[src/rtl/dlfloat_pkg.sv]
// Shared widths, flag positions, rounding modes and special encodings for the
// DLFloat16 datapath stages.
package dlfloat_pkg;

  localparam int EXP_W  = 6;
  localparam int MAN_W  = 9;
  localparam int EXT_W  = 4;
  localparam int BIAS   = 31;
  localparam int FRAC_W = MAN_W + EXT_W;
  localparam int IN_W   = 1 + EXP_W + FRAC_W;
  localparam int OUT_W  = 1 + EXP_W + MAN_W;
  localparam int FLG_W  = 5;

  localparam int FLG_INX = 0;
  localparam int FLG_UNF = 1;
  localparam int FLG_OVF = 2;
  localparam int FLG_DZ  = 3;
  localparam int FLG_INV = 4;

  typedef enum logic [1:0] {
    RNE = 2'd0,
    RTZ = 2'd1,
    RUP = 2'd2,
    RDN = 2'd3
  } rnd_mode_e;

  localparam logic [EXP_W-1:0] EXP_MAX     = '1;
  localparam logic [EXP_W-1:0] EXP_TOP_FIN = {{(EXP_W-1){1'b1}}, 1'b0};

  localparam logic [OUT_W-2:0] MAG_INF     = {EXP_MAX, {MAN_W{1'b0}}};
  localparam logic [OUT_W-2:0] MAG_MAX_FIN = {EXP_TOP_FIN, {MAN_W{1'b1}}};

  localparam logic [OUT_W-1:0] POS_INF     = {1'b0, MAG_INF};
  localparam logic [OUT_W-1:0] NEG_INF     = {1'b1, MAG_INF};
  localparam logic [OUT_W-1:0] POS_MAX_FIN = {1'b0, MAG_MAX_FIN};
  localparam logic [OUT_W-1:0] NEG_MAX_FIN = {1'b1, MAG_MAX_FIN};
  localparam logic [OUT_W-1:0] CANON_NAN   = {1'b0, {(OUT_W-1){1'b1}}};

  // Saturated result when rounding carries into the all-ones exponent.
  function automatic logic [OUT_W-1:0] ovf_result(input logic sign, input rnd_mode_e mode);
    logic to_inf;
    case (mode)
      RNE:     to_inf = 1'b1;
      RTZ:     to_inf = 1'b0;
      RUP:     to_inf = ~sign;
      default: to_inf = sign;
    endcase
    return {sign, to_inf ? MAG_INF : MAG_MAX_FIN};
  endfunction

endpackage

[src/rtl/dlfloat_rnd_decide.sv]
// Rounding-direction decision from sign, lsb, guard and sticky; reused by the
// other DLFloat rounding stages.
module dlfloat_rnd_decide
  import dlfloat_pkg::*;
(
  input  logic      sign,
  input  logic      lsb,
  input  logic      g,
  input  logic      s,
  input  rnd_mode_e mode,
  output logic      incr,
  output logic      inexact
);

  assign inexact = g | s;

  always_comb begin
    incr = 1'b0;
    case (mode)
      RNE:     incr = g & (s | lsb);
      RTZ:     incr = 1'b0;
      RUP:     incr = ~sign & (g | s);
      RDN:     incr = sign & (g | s);
      default: incr = 1'b0;
    endcase
  end

endmodule

[src/rtl/dlfloat_round.sv]
// Two-stage valid/ready rounding stage: divider extended result -> DLFloat16,
// with merged exception flags and a sticky flag register.
module dlfloat_round
  import dlfloat_pkg::*;
(
  input  logic             clk,
  input  logic             rst_n,
  input  logic             in_valid,
  output logic             in_ready,
  input  logic [IN_W-1:0]  in_data,
  input  logic [FLG_W-1:0] in_flags,
  input  logic [1:0]       rnd_mode,
  output logic             out_valid,
  input  logic             out_ready,
  output logic [OUT_W-1:0] out_data,
  output logic [FLG_W-1:0] out_flags,
  output logic [FLG_W-1:0] sticky_flags,
  input  logic             flags_clr
);

  logic              in_sign;
  logic [EXP_W-1:0]  in_exp;
  logic [FRAC_W-1:0] in_frac;
  rnd_mode_e         in_mode;
  logic              in_incr;
  logic              in_inx;
  logic              in_special;
  logic [OUT_W-1:0]  in_spec_data;

  assign in_sign = in_data[IN_W-1];
  assign in_exp  = in_data[IN_W-2 -: EXP_W];
  assign in_frac = in_data[FRAC_W-1:0];
  assign in_mode = rnd_mode_e'(rnd_mode);

  dlfloat_rnd_decide u_decide (
    .sign    (in_sign),
    .lsb     (in_frac[EXT_W]),
    .g       (in_frac[EXT_W-1]),
    .s       (|in_frac[EXT_W-2:0]),
    .mode    (in_mode),
    .incr    (in_incr),
    .inexact (in_inx)
  );

  always_comb begin
    in_special   = 1'b0;
    in_spec_data = '0;
    if (in_exp == EXP_MAX) begin
      in_special   = 1'b1;
      in_spec_data = (in_frac == '0) ? {in_sign, MAG_INF} : CANON_NAN;
    end else if (in_exp == '0) begin
      in_special   = 1'b1;
      in_spec_data = {in_sign, {(OUT_W-1){1'b0}}};
    end
  end

  logic s1_valid;
  logic s2_valid;
  logic s1_load;
  logic s2_load;
  logic out_hs;

  assign s2_load   = !s2_valid || out_ready;
  assign in_ready  = !s1_valid || s2_load;
  assign s1_load   = in_valid && in_ready;
  assign out_valid = s2_valid;
  assign out_hs    = out_valid && out_ready;

  logic             s1_sign;
  logic [OUT_W-2:0] s1_mag;
  logic             s1_incr;
  logic             s1_inx;
  logic             s1_special;
  logic [OUT_W-1:0] s1_spec_data;
  logic [FLG_W-1:0] s1_flags;
  rnd_mode_e        s1_mode;

  // Mode is captured alongside the word so a mid-stall change cannot leak in.
  always_ff @(posedge clk or negedge rst_n) begin
    if (!rst_n) begin
      s1_valid     <= 1'b0;
      s1_sign      <= 1'b0;
      s1_mag       <= '0;
      s1_incr      <= 1'b0;
      s1_inx       <= 1'b0;
      s1_special   <= 1'b0;
      s1_spec_data <= '0;
      s1_flags     <= '0;
      s1_mode      <= RNE;
    end else begin
      if (in_ready) s1_valid <= in_valid;
      if (s1_load) begin
        s1_sign      <= in_sign;
        s1_mag       <= {in_exp, in_frac[FRAC_W-1:EXT_W]};
        s1_incr      <= in_incr;
        s1_inx       <= in_inx;
        s1_special   <= in_special;
        s1_spec_data <= in_spec_data;
        s1_flags     <= in_flags;
        s1_mode      <= in_mode;
      end
    end
  end

  logic [OUT_W-2:0] rnd_mag;
  logic [OUT_W-1:0] nxt_data;
  logic [FLG_W-1:0] nxt_flags;

  // Mantissa carry ripples into the exponent through the shared adder.
  assign rnd_mag = s1_mag + (OUT_W-1)'(s1_incr);

  always_comb begin
    nxt_data  = {s1_sign, rnd_mag};
    nxt_flags = s1_flags;
    if (s1_special) begin
      nxt_data = s1_spec_data;
    end else begin
      nxt_flags[FLG_INX] = s1_flags[FLG_INX] | s1_inx;
      if (rnd_mag[OUT_W-2 -: EXP_W] == EXP_MAX) begin
        nxt_data           = ovf_result(s1_sign, s1_mode);
        nxt_flags[FLG_OVF] = 1'b1;
        nxt_flags[FLG_INX] = 1'b1;
      end
    end
  end

  always_ff @(posedge clk or negedge rst_n) begin
    if (!rst_n) begin
      s2_valid  <= 1'b0;
      out_data  <= '0;
      out_flags <= '0;
    end else if (s2_load) begin
      s2_valid <= s1_valid;
      if (s1_valid) begin
        out_data  <= nxt_data;
        out_flags <= nxt_flags;
      end
    end
  end

  always_ff @(posedge clk or negedge rst_n) begin
    if (!rst_n) begin
      sticky_flags <= '0;
    end else if (flags_clr) begin
      sticky_flags <= out_hs ? out_flags : '0;
    end else if (out_hs) begin
      sticky_flags <= sticky_flags | out_flags;
    end
  end

endmodule

[config.mk]
export PLATFORM = sky130hd
export DESIGN_NAME = dlfloat_round
export DESIGN_NICKNAME = d
export VERILOG_FILES = /design/src/rtl/dlfloat_pkg.sv /design/src/rtl/dlfloat_rnd_decide.sv /design/src/rtl/dlfloat_round.sv
export SDC_FILE = /design/constraint.sdc
export NUM_CORES = 1
export LEC_CHECK = 0
export CAP_MARGIN = 5
export CORE_MARGIN = 3
export CORE_UTILIZATION = 54
export DETAILED_ROUTE_END_ITERATION = 12
export MAX_ROUTING_LAYER = met4
export PLACE_DENSITY_LB_ADDON = 0.1
export SLEW_MARGIN = 20
export SYNTH_ARGS = -nofsm -noshare
export SYNTH_HDL_FRONTEND = slang
export SYNTH_HIERARCHICAL = 1
export SYNTH_SLANG_ARGS = --single-unit
[constraint.sdc]
create_clock -name clk -period 4.4 [get_ports clk]
set_input_delay 0.88 -clock clk [delete_from_list [all_inputs] [get_ports clk]]
set_output_delay 0.88 -clock clk [all_outputs]
set_load 0.01 [all_outputs]
; Word level (Yosys, flattened, before mapping)
; Cells that the tools add are included.
[word_totals]
ff_bits = 70
latchBits = 0
mem_bits_rw = 0
rom_bits = 0
input_bits = 32
mem_count = 0
[classes]
n_addsub = 1
n_mul = 0
div_mod_pow = 0
order_cmp = 0
eq_ne = 7
shift = 0
muxes = 19
bitwise = 9
n_reduce_logical = 13
[op_table]
columns = operator, n
row1 = $mux W16, 4
row2 = $add A15 B1 Y15, 1
row3 = $mux W15, 1
row4 = $mux W5, 3
row5 = $logic_not A13 Y1, 1
row6 = $eq A6 B6 Y1 const B, 2
row7 = $mux W10, 1
row8 = $mux W1, 8
row9 = $eq A2 B2 Y1 const B, 3
row10 = $logic_not A6 Y1, 1
row11 = $or A5 B5 Y5, 1
row12 = $eq A2 B1 Y1 const B, 2
row13 = $logic_not A2 Y1, 2
row14 = $pmux W1 S4, 1
row15 = $and A1 B1 Y1, 3
row16 = $or A1 B1 Y1, 3
row17 = $pmux W1 S3, 1
row18 = $reduce_or A3 Y1, 1
row19 = $logic_and A1 B1 Y1, 2
row20 = $logic_not A1 Y1, 2
row21 = $logic_or A1 B1 Y1, 2
row22 = $not A1 Y1, 2
row23 = $reduce_and A2 Y1, 1
row24 = $reduce_bool A2 Y1, 1

; Logic depth before layout (Yosys ltp)
[logic_depth]
word_depth = 7
mapped_depth = 8
ltp_nobuf = 7

; By module
; The synthesis kept the hierarchy.
[modules_own_cells]
columns = mod, instances, cells_each, area_per_inst_um2, seq_area_each_um2
row1 = dlfloat_round, 1, 248, 2766.4, 1426.4
row2 = dlfloat_rnd_decide, 1, 6, 41.3, 0.0

; Least setup slack after synthesis
; Ideal clock, no wire load.
[synth_path]
path_kind = input to register
startpoint = input out_ready
endpoint = register s1_flags[0]
arrival_ps = 2001
setup_slack_ps = 2274
path_stages = 4
cell_sequence = nand3b_1 nand2_1 buf_1 mux2_2
[synth_via]
elab_chain_len = 3
[synth_rtl]
columns = element, line
row1 = start: declaration, dlfloat_round.sv:14  ; input logic out_ready,
row2 = $logic_or A1 B1 Y1, dlfloat_round.sv:63  ; assign s2_load = !s2_valid || out_ready;
row3 = $logic_or A1 B1 Y1, dlfloat_round.sv:64  ; assign in_ready = !s1_valid || s2_load;
row4 = $logic_and A1 B1 Y1, dlfloat_round.sv:65  ; assign s1_load = in_valid && in_ready;
row5 = end signal: assignment, dlfloat_round.sv:99  ; s1_flags <= in_flags;
row6 = end: declaration, dlfloat_round.sv:75  ; logic [FLG_W-1:0] s1_flags;
; No other way between the ends.
; A chain may end at the register's enable or synchronous reset.

; Worst setup path after layout
[layout_path]
startpoint = input out_ready
endpoint = output in_ready
[layout_via]
elab_chain_len = 2
[layout_rtl]
columns = element, line
row1 = $logic_or A1 B1 Y1, dlfloat_round.sv:63
row2 = $logic_or A1 B1 Y1, dlfloat_round.sv:64
row3 = end: declaration, dlfloat_round.sv:9  ; output logic in_ready,
; No other way between the ends.

==> impl_summary.txt <==
----------------------------------------------------
[Status]
  Status ... completed

[Route]
  Detail-routed net length per standard cell ... 14.6 um
  Number of vias per cell ... between 5 and 6
  Met3 wirelength from detailed routing ... approximately 290 um
  Highest layer used for signal routing ... met4
  Drt total wl ... about 5700 um
  Initial drt markers ... 97
  Number of detailed-route iterations in the first pass ... 4
  Met1 wire length ... around 2600 um
  Number of nets with antenna violations after routing ... 0
  Met2 routed WL ... 2620 um
  Vias post-DR ... 2123
  Total DRC errors in the routed layout ... 0

[Synthesis]
  Top FF cell, synth ... dfrtp_1
  Compound-Gate Fraction of Synth Area ... approximately an eighth
  Library cell with the highest instance count after synthesis ... dfrtp_1
  Ys async rst share ... 100%
  Simple-gate share of the synthesized area ... between 10% and 20%
  EDFF count, synth ... 0
  Top cells by area in the synthesized netlist ... dfrtp_1 51%, mux2_2 10%, nand2_1 4.1%
  Most numerous cell types in the synthesized netlist ... 57 x dfrtp_1, 31 x nand2_1, 26 x mux2_2
  Combinational family with the most area after synthesis ... simple AND/OR/NAND/NOR gates
  Share of the yosys chip area belonging to registers ... between 50% and 60%
  Netlist Area Pre-Place ... between 2000 and 3000 um2
  Mean post-synth cell area ... between 10 and 15 um2
  Synth unique cells ... 43
  Synthesized flop and latch total ... 57
  Xor and xnor fraction of the mapped netlist area ... 4.63%
  Area fraction of the dominant cell type after synthesis ... roughly 51%
  Cell count after synthesis ... roughly 250
  Adder-cell share of the synthesized area ... less than 1%
  Proportion of synthesized area in mux cells ... roughly 11%
  Warnings from Yosys ... 6
  Syn Nets ... about 290
  Yosys top cell by area ... dfrtp_1

[Critical path]
  Critical path capture point type ... output pin
  Largest driver fanout on the critical path ... 7
  Depth of the worst register-to-register path ... 7
  Required time worst endpoint ... 3.52 ns
  FF-to-FF Start ... s1_mag[0]
  Type of the worst setup path ... input pin to output pin
  CP startpoint kind ... input pin
  Worst setup path startpoint ... out_ready
  Data arrival time of the worst path ... ~2.2 ns
  Setup slack of the most critical reg-to-reg path ... between 2 and 2.5 ns
  Capturing point of the worst reg2reg path ... out_data[1]

[Global routing]
  First-pass GRT wire length ... roughly 9800 um
  Largest net degree at the start of global routing ... 58
  Global router's overall resource usage ... between 20% and 30%
  Total gr overflow ... 0
  Number of global-route vias before repair ... about 2.0k
  Initial antenna violation count ... 0

[Finish]
  Growth of design area from synthesis to finish ... 31.2%
  Final non-filler cell area ... around 3700 um2
  # nets final ... 351
  Layout cells sized above 1 ... 20.2%
  Antenna diodes ... 0
  # fillers ... 369
  Finished Layout Cells ... roughly 390

[Placed design]
  Detailed Place HPWL ... around 4100 um
  Number of input and output port buffers inserted ... 59
  Area of placed instances ... 3460 um2
  Placed Instances ... roughly 370
  Last weighted congestion value of the routability-driven placer ... 0.799

[CTS]
  H-tree levels ... 3
  TritonCTS buffer count ... 9
  Clock sinks ... 57
  Total of hold buffers inserted after clock tree synthesis ... 0
  CTS clock-pin slew for the worst setup and hold paths ... 0.06 ns
  CTS tree ... built
  Buffers inserted during post-CTS setup optimization ... 0
  Buffer levels on the longest clock path ... 2
  Number of gates given a new drive strength after cts ... 0
  Clock latency at the later pin of the worst-skew pair ... between 0.3 and 0.4 ns
  Buffer type at the clock tree root ... clkbuf_8

[Timing]
  Final hold violation count ... 0
  Part of the cycle the worst path needs ... 70.4%
  Worst rel slew slack ... approximately 53%
  Count of pins over their slew limit ... 0
  Clock Skews ... between 0.005 and 0.006 ns
  Endpoints failing setup ... 0
  Final critical path time including I/O delays and setup ... just over 3 ns
  Top achievable clock speed ... 0.323 GHz
  Least-Margin Pin Slew ... ~0.70 ns
  Final setup TNS ... 0 ns
  RSZ-0062 raised after global routing ... no

[Die]
  Number of rows created at floorplan ... 25
  Die height ... about 78 um
  Standard cell core area ... just under 5000 um2
  Initial Util ... between 50% and 60%
  Total I/O pin count ... 60
  Die Footprint ... 6100 um2
  Die W ... about 78 um

[Hold path]
  Hold_sp ... s1_flags[1]
  Endpoint with the worst hold slack ... out_flags[1]
  Classification of the worst-slack hold path ... flip-flop to flip-flop
  Worst Hold Depth ... 2

[Power]
  Leak pwr ... 1.50 nW
  Maximum vdd drop ... 0.000222 V
  Power density cells ... 441 nW/um2

[Run]
  Max cap viols ... 0

----------------------------------------------------
==> power breakdown <==
part           internal (mW)  switching [mW]
clock                  0.362           0.196
sequential             0.611          0.0748
combinational          0.213           0.169
total                   1.19           0.439
==> flip-flops by register name (all words and copies together) (netlist names), 2 cells and up <==
register      count
s1_spec_data      3
s1_flags          5
out_data         16
s1_mode           2
out_flags         5
s1_mag           15
sticky_flags      5
==> routing by layer <==
metal,up-vias,GRT usage (%)
met4,0,9.97
met1,1013,28.3
met3,10,4.13
li1,1036,-
met5,-,-
met2,64,31.4
==> layout make-up <==
class	count	area, um2	share of cell area [%]
clock buffers	13	169	4.58
well taps	67	83.8	2.28
multi-input cells	177	1300	35.3
flip-flops and latches	57	1430	38.7
repair buffers	62	608	16.5
inverters	10	37.5	1.02
clock inverters	2	60.1	1.63
==> through the flow <==
step | setup slack, ns | power [mW] | hold slack, ns | util, %
floorplan | 2.27 | 0.881 | 0.433 | -
global placement | 1.32 | 1.07 | 0.445 | 70.8
detailed placement | 1.32 | 1.08 | 0.451 | 70.8
CTS | 1.30 | 1.64 | 0.466 | 75.5
global route | 1.23 | 1.71 | 0.477 | 75.5
finish | 1.30 | 1.63 | 0.465 | 75.5
==> cells in the final DEF, fill, tap and decap left out, types with 5 or more instances in the layout <==
cell type	Yosys	layout
xnor2_1	8	8
xor2_1	5	5
inv_1	10	10
a21oi_1	13	13
nor2_1	7	7
a211oi_2	9	9
nand2b_1	6	6
o21ai_0	20	20
mux2_2	26	26
clkbuf_8	0	12
nand3_1	9	9
dfrtp_1	57	57
nor3_1	6	6
nand2_1	31	30
clkdlybuf4s50_1	0	58
==> how the worst max path moves through the flow <==
stage / cells past startpoint / end / slack [ns]
2_1_floorplan: 4 / s1_flags[0] / 2.27
3_3_place_gp: 4 / s1_mag[7] / 1.32
3_5_place_dp: 3 / in_ready / 1.32
4_1_cts: 3 / in_ready / 1.30
5_1_grt: 3 / in_ready / 1.23
6_report: 3 / in_ready / 1.30
==> cell families after synthesis <==
| group | after synthesis |
|---|---|
| and+or+nand+nor | 81 |
| adders and majority gates | 2 |
| AOI/OAI and AO/OA | 52 |
| muxes | 28 |
| buffers and inverters | 20 |
| DFF | 57 |
| xor gates and xnor gates | 14 |
==> critical path, cell delays in order <==
cell and delay, ns:
clkdlybuf4s50_1 0.58, nand3b_1 0.20, clkdlybuf4s50_1 0.56
No activity file was read; power rests on OpenSTA's default activity.
==> variant 1: new RTL, same settings <==
Set the package constant `MAN_W` to 10 (it was 9).
--- a/src/rtl/dlfloat_pkg.sv
+++ b/src/rtl/dlfloat_pkg.sv
@@ -4,5 +4,5 @@
 
   localparam int EXP_W  = 6;
-  localparam int MAN_W  = 9;
+  localparam int MAN_W  = 10;
   localparam int EXT_W  = 4;
   localparam int BIAS   = 31;
Interface: changed (resized in_data and out_data); port bits go from 60 to 62. The function was not compared with the original's and may differ.
==> variant 1 against the original RTL <==
  * Combinational power is 8.4% higher
  * Setup slack better by 0.030 ns
  * Design area is 3.4% higher
  * Sequential cell count is 2 higher
  * Routed wire length is 9.0% higher
  * Area after synthesis is 7.0% higher
  * Power is 3.4% higher
  * Critical endpoint unchanged
  * Sequential power is 4.7% higher
==> variant 1: results (changes against the original RTL) <==
Place
  • Post-DP HPWL: 4580 µm (+12%)
  • Area after DPL: 0.00358 mm² (+3.7%)
  • Dpl cells: 403 (+8.0%)
  • Placer Congestion: 0.821 (+2.8%)
  • DP Worst Slack: 1.34 ns (+0.0213 ns)
  • Port bufs: 61 (+3.4%)

Cells and area
  • # nets final: 379 (+8.0%)
  • ANT cells: 0 (unchanged)
  • Fraction of area in multi-input gates: 0.357 (+0.00439)
  • Biggest regs: out_data: 17 flops, s1_mag: 16 flops
  • Seq area share: 0.387 (about the same)
  • Finished Layout Cells: 419 (+8.0%)
  • Layout cell share with drive strength beyond 1: 0.175 (-0.0277)
  • Clk_buf instances: 12 (-1)
  • Clk cell area share: 0.0598 (-0.00239)
  • Buffering overhead: 0.163 (-0.00219)
  • Register area: 0.00148 mm² (+3.5%)
  • Fillers: 409 (+11%)
  • Signal buffers: 63 (+1.6%)
  • Multi-input gates: 201 (+14%)

STA
  • Crit path time final: 3.07 ns (-0.0301 ns)
  • Slew margin rel.: 0.319 (-0.213)
  • Clk_skew: 0.00934 ns (+0.00355 ns)

Power and ir drop
  • Sw Share: 0.278 (+0.00747)
  • Leak pwr: 1.52 nW (+1.4%)
  • Combinational share of power: 0.246 (+0.011)
  • P_seq: 0.717 mW (+4.7%)
  • Worst vdd ir: 0.000252 V (+13%)
  • Seq pwr share: 0.427 (+0.005)

Synthesis
  • Sequential fraction of the synthesis area: 0.491 (-0.0166)
  • Synthesized area per cell: 10.5 µm² (-4.6%)
  • FF+latch count, synth: 59 (+3.5%)
  • Post-synth net total: 320 (+11%)
  • Unique masters post-synth: 48 (+12%)
  • Area contributors post-synth: dfrtp_1 (49%), mux2_2 (10%), nand2_1 (3.7%)
  • Synth cell count leaders: dfrtp_1 (59), nand2_1 (30), mux2_2 (28)

Global routing
  • Vias in the first global route: 2284 (+13%)
  • GRT Total Usage: 0.219 (+0.00720)
  • Pin count of the biggest net entering global routing: 60 (+3.4%)
  • First-pass GRT wire length: 10600 µm (+8.6%)

Drt
  • Initial DRT Pass Iterations: 6 (+2)
  • Via density: 5.68 (+3.7%)
  • WL/cell: 14.8 µm (+0.94%)
  • Starting DRT DRC Count: 154 (+59%)

Outcome
  • Outcome: finished, final reports clean

Critical path
  • RR Endpoint: out_data[2]$_DFFE_PN0P_
  • R2R Setup Slk: 1.48 ns (-0.70 ns)
  • Worst R2R Start: s1_incr$_DFFE_PN0P_
  • CP startpoint: out_ready
  • Worst EP arrival: 2.19 ns (-0.03 ns)

Worst hold path
  • Hold Path Stages: 2 (unchanged)

CTS
  • Root buffer cell: clkbuf_8
  • H-tree levels: 3 (unchanged)
## variant 1: changes by cell type in the layout (fill, tap and decap cells not counted), moves of 3 or more
cell / change
or3_1: +3
nor2_1: +13
nor3_1: -5
o31ai_1: +10
o311ai_0: +5
nor4_1: +6
a211oi_2: -9
a21oi_1: -3
xnor2_1: -4
o31a_2: +3
a31oi_1: +10
o21ai_0: -6
## variant 1: how the worst min path moves through the flow
| stage | startpoint | end | slack [ns] |
|---|---|---|---|
| floorplan | s1_flags[1]$_DFFE_PN0P_ | out_flags[1]$_DFFE_PN0P_ | 0.43 |
| global placement | s1_flags[1]$_DFFE_PN0P_ | out_flags[1]$_DFFE_PN0P_ | 0.44 |
| detailed placement | s1_flags[3]$_DFFE_PN0P_ | out_flags[3]$_DFFE_PN0P_ | 0.46 |
| CTS | s1_flags[4]$_DFFE_PN0P_ | out_flags[4]$_DFFE_PN0P_ | 0.47 |
| global route | out_data[12]$_DFFE_PN0P_ | out_data[12]$_DFFE_PN0P_ | 0.51 |
| finish | s1_flags[4]$_DFFE_PN0P_ | out_flags[4]$_DFFE_PN0P_ | 0.47 |
## variant 1: cells by family after synthesis
| logic type | count (synthesis) | share of synthesized area |
|---|---|---|
| simple gates | 100 | 0.175 |
| compound gates | 62 | 0.138 |
| flops | 59 | 0.491 |
| mux | 29 | 0.108 |
| buf+inv | 25 | 0.0554 |
| xor+xnor | 8 | 0.0233 |
| fa+ha+maj | 2 | 0.00833 |
## variant 1: critical path, stage by stage
cell and delay (ns):
clkdlybuf4s50_1 0.59, nand3b_1 0.18, clkdlybuf4s50_1 0.54
## variant 1: routing by layer
layer,global-route usage,wire length [µm]
met1,0.291,2850
met2,0.329,2920
met3,0.0336,339
met4,0.106,82
met5,-,0
==> variant 2: new RTL, same settings <==
Without the edit above. Reset style: synchronous (`rst_n`), changed in 3 clocked blocks.
--- a/src/rtl/dlfloat_round.sv
+++ b/src/rtl/dlfloat_round.sv
@@ -77,5 +77,5 @@
 
   // Mode is captured alongside the word so a mid-stall change cannot leak in.
-  always_ff @(posedge clk or negedge rst_n) begin
+  always_ff @(posedge clk) begin
     if (!rst_n) begin
       s1_valid     <= 1'b0;
@@ -125,5 +125,5 @@
   end
 
-  always_ff @(posedge clk or negedge rst_n) begin
+  always_ff @(posedge clk) begin
     if (!rst_n) begin
       s2_valid  <= 1'b0;
@@ -139,5 +139,5 @@
   end
 
-  always_ff @(posedge clk or negedge rst_n) begin
+  always_ff @(posedge clk) begin
     if (!rst_n) begin
       sticky_flags <= '0;
Check against the original RTL: differs if rst_n is asserted again (counterexample within 4 cycles, from zero or initial values and one cycle with rst_n low); with rst_n held inactive, the same outputs for 10 cycles.
==> variant 2 against the original RTL <==
  * Area after synthesis down 1.2%
  * Largest cell class is now multi-input gates
  * Critical path type unchanged
  * Non-clock buffer count up 1
  * Design area down 1.8%
  * Routed wire length up 10%
  * Setup slack worse by 0.12 ns
  * Sequential cell count unchanged
Power is not compared: it rests on default switching activity, and its combinational part moved more than twofold at a synthesized area within 25%.
==> variant 2: results (changes against the original RTL) <==
Synthesis
  • Area of the mapped netlist: 0.00277 mm² (-1.2%)
  • Synth cell count leaders: nand2_1 (90), dfxtp_1 (57), a21boi_1 (23)
  • Synthesized area per cell: 8.38 µm² (-24%)
  • Post-synth net total: 365 (+27%)
  • Mux contribution to synthesized area: 0.00361 (-0.108)
  • Sequential fraction of the synthesis area: 0.412 (-0.0965)

Cells and area
  • Buffering overhead: 0.172 (+0.00654)
  • Layout cell share with drive strength beyond 1: 0.0846 (-0.118)
  • Clk_buf instances: 11 (-2)
  • Area occupied by multi-input gates: 0.00151 mm² (+16%)
  • Finished layout cell area: 0.00362 mm² (-1.8%)
  • Signal buffers: 63 (+1.6%)
  • Fillers: 388 (+5.1%)
  • Clk cell area share: 0.0675 (+0.00531)
  • Seq area share: 0.315 (-0.0716)
  • # nets final: 419 (+19%)
  • Signal inverters: 6 (-4)

Global routing
  • GRT Total Usage: 0.221 (+0.00897)
  • GR Util met2: 0.328 (+0.0137)
  • First-pass GRT wire length: 10200 µm (+4.1%)
  • Met3 usage: 0.0464 (+0.00512)

Drt
  • M1 WL: 3010 µm (+14%)
  • Via density: 5.39 (-1.5%)
  • Starting DRT DRC Count: 85 (-12%)

Outcome
  • Outcome: finished, final reports clean

Critical path
  • Maximum fanout along the worst path: 6 (-1)
  • Worst EP arrival: 2.34 ns (+0.12 ns)

Place
  • DP Worst Slack: 1.21 ns (-0.110 ns)
  • Dpl cells: 441 (+18%)
## variant 2: changes by cell type after synthesis, moves of 12 or more
cell | before | now
dfrtp_1 | 57 | 0
nand2_1 | 31 | 90
a21boi_0 | 0 | 12
dfxtp_1 | 0 | 57
a21boi_1 | 0 | 23
mux2_2 | 26 | 0
o21ai_0 | 20 | 6
## variant 2: worst paths after layout
path / depth (start not counted) / slack [ns] / from / endpoint
setup reg to reg: 9 / 2.01 / s1_incr$_SDFFE_PN0P_ / out_data[7]$_SDFFE_PN0P_
setup / recovery: 4 / 1.18 / out_ready / in_ready
hold reg to reg: 2 / 0.45 / out_data[11]$_SDFFE_PN0P_ / out_data[11]$_SDFFE_PN0P_
hold / removal: 2 / 0.45 / out_data[11]$_SDFFE_PN0P_ / out_data[11]$_SDFFE_PN0P_
## variant 2: cells by family after synthesis
group                      count (synthesis)
buffers and inverters                     26
AOI/OAI and AO/OA                         88
xor gates and xnor gates                  14
DFF                                       57
muxes                                      1
adders and majority gates                  2
and+or+nand+nor                          143
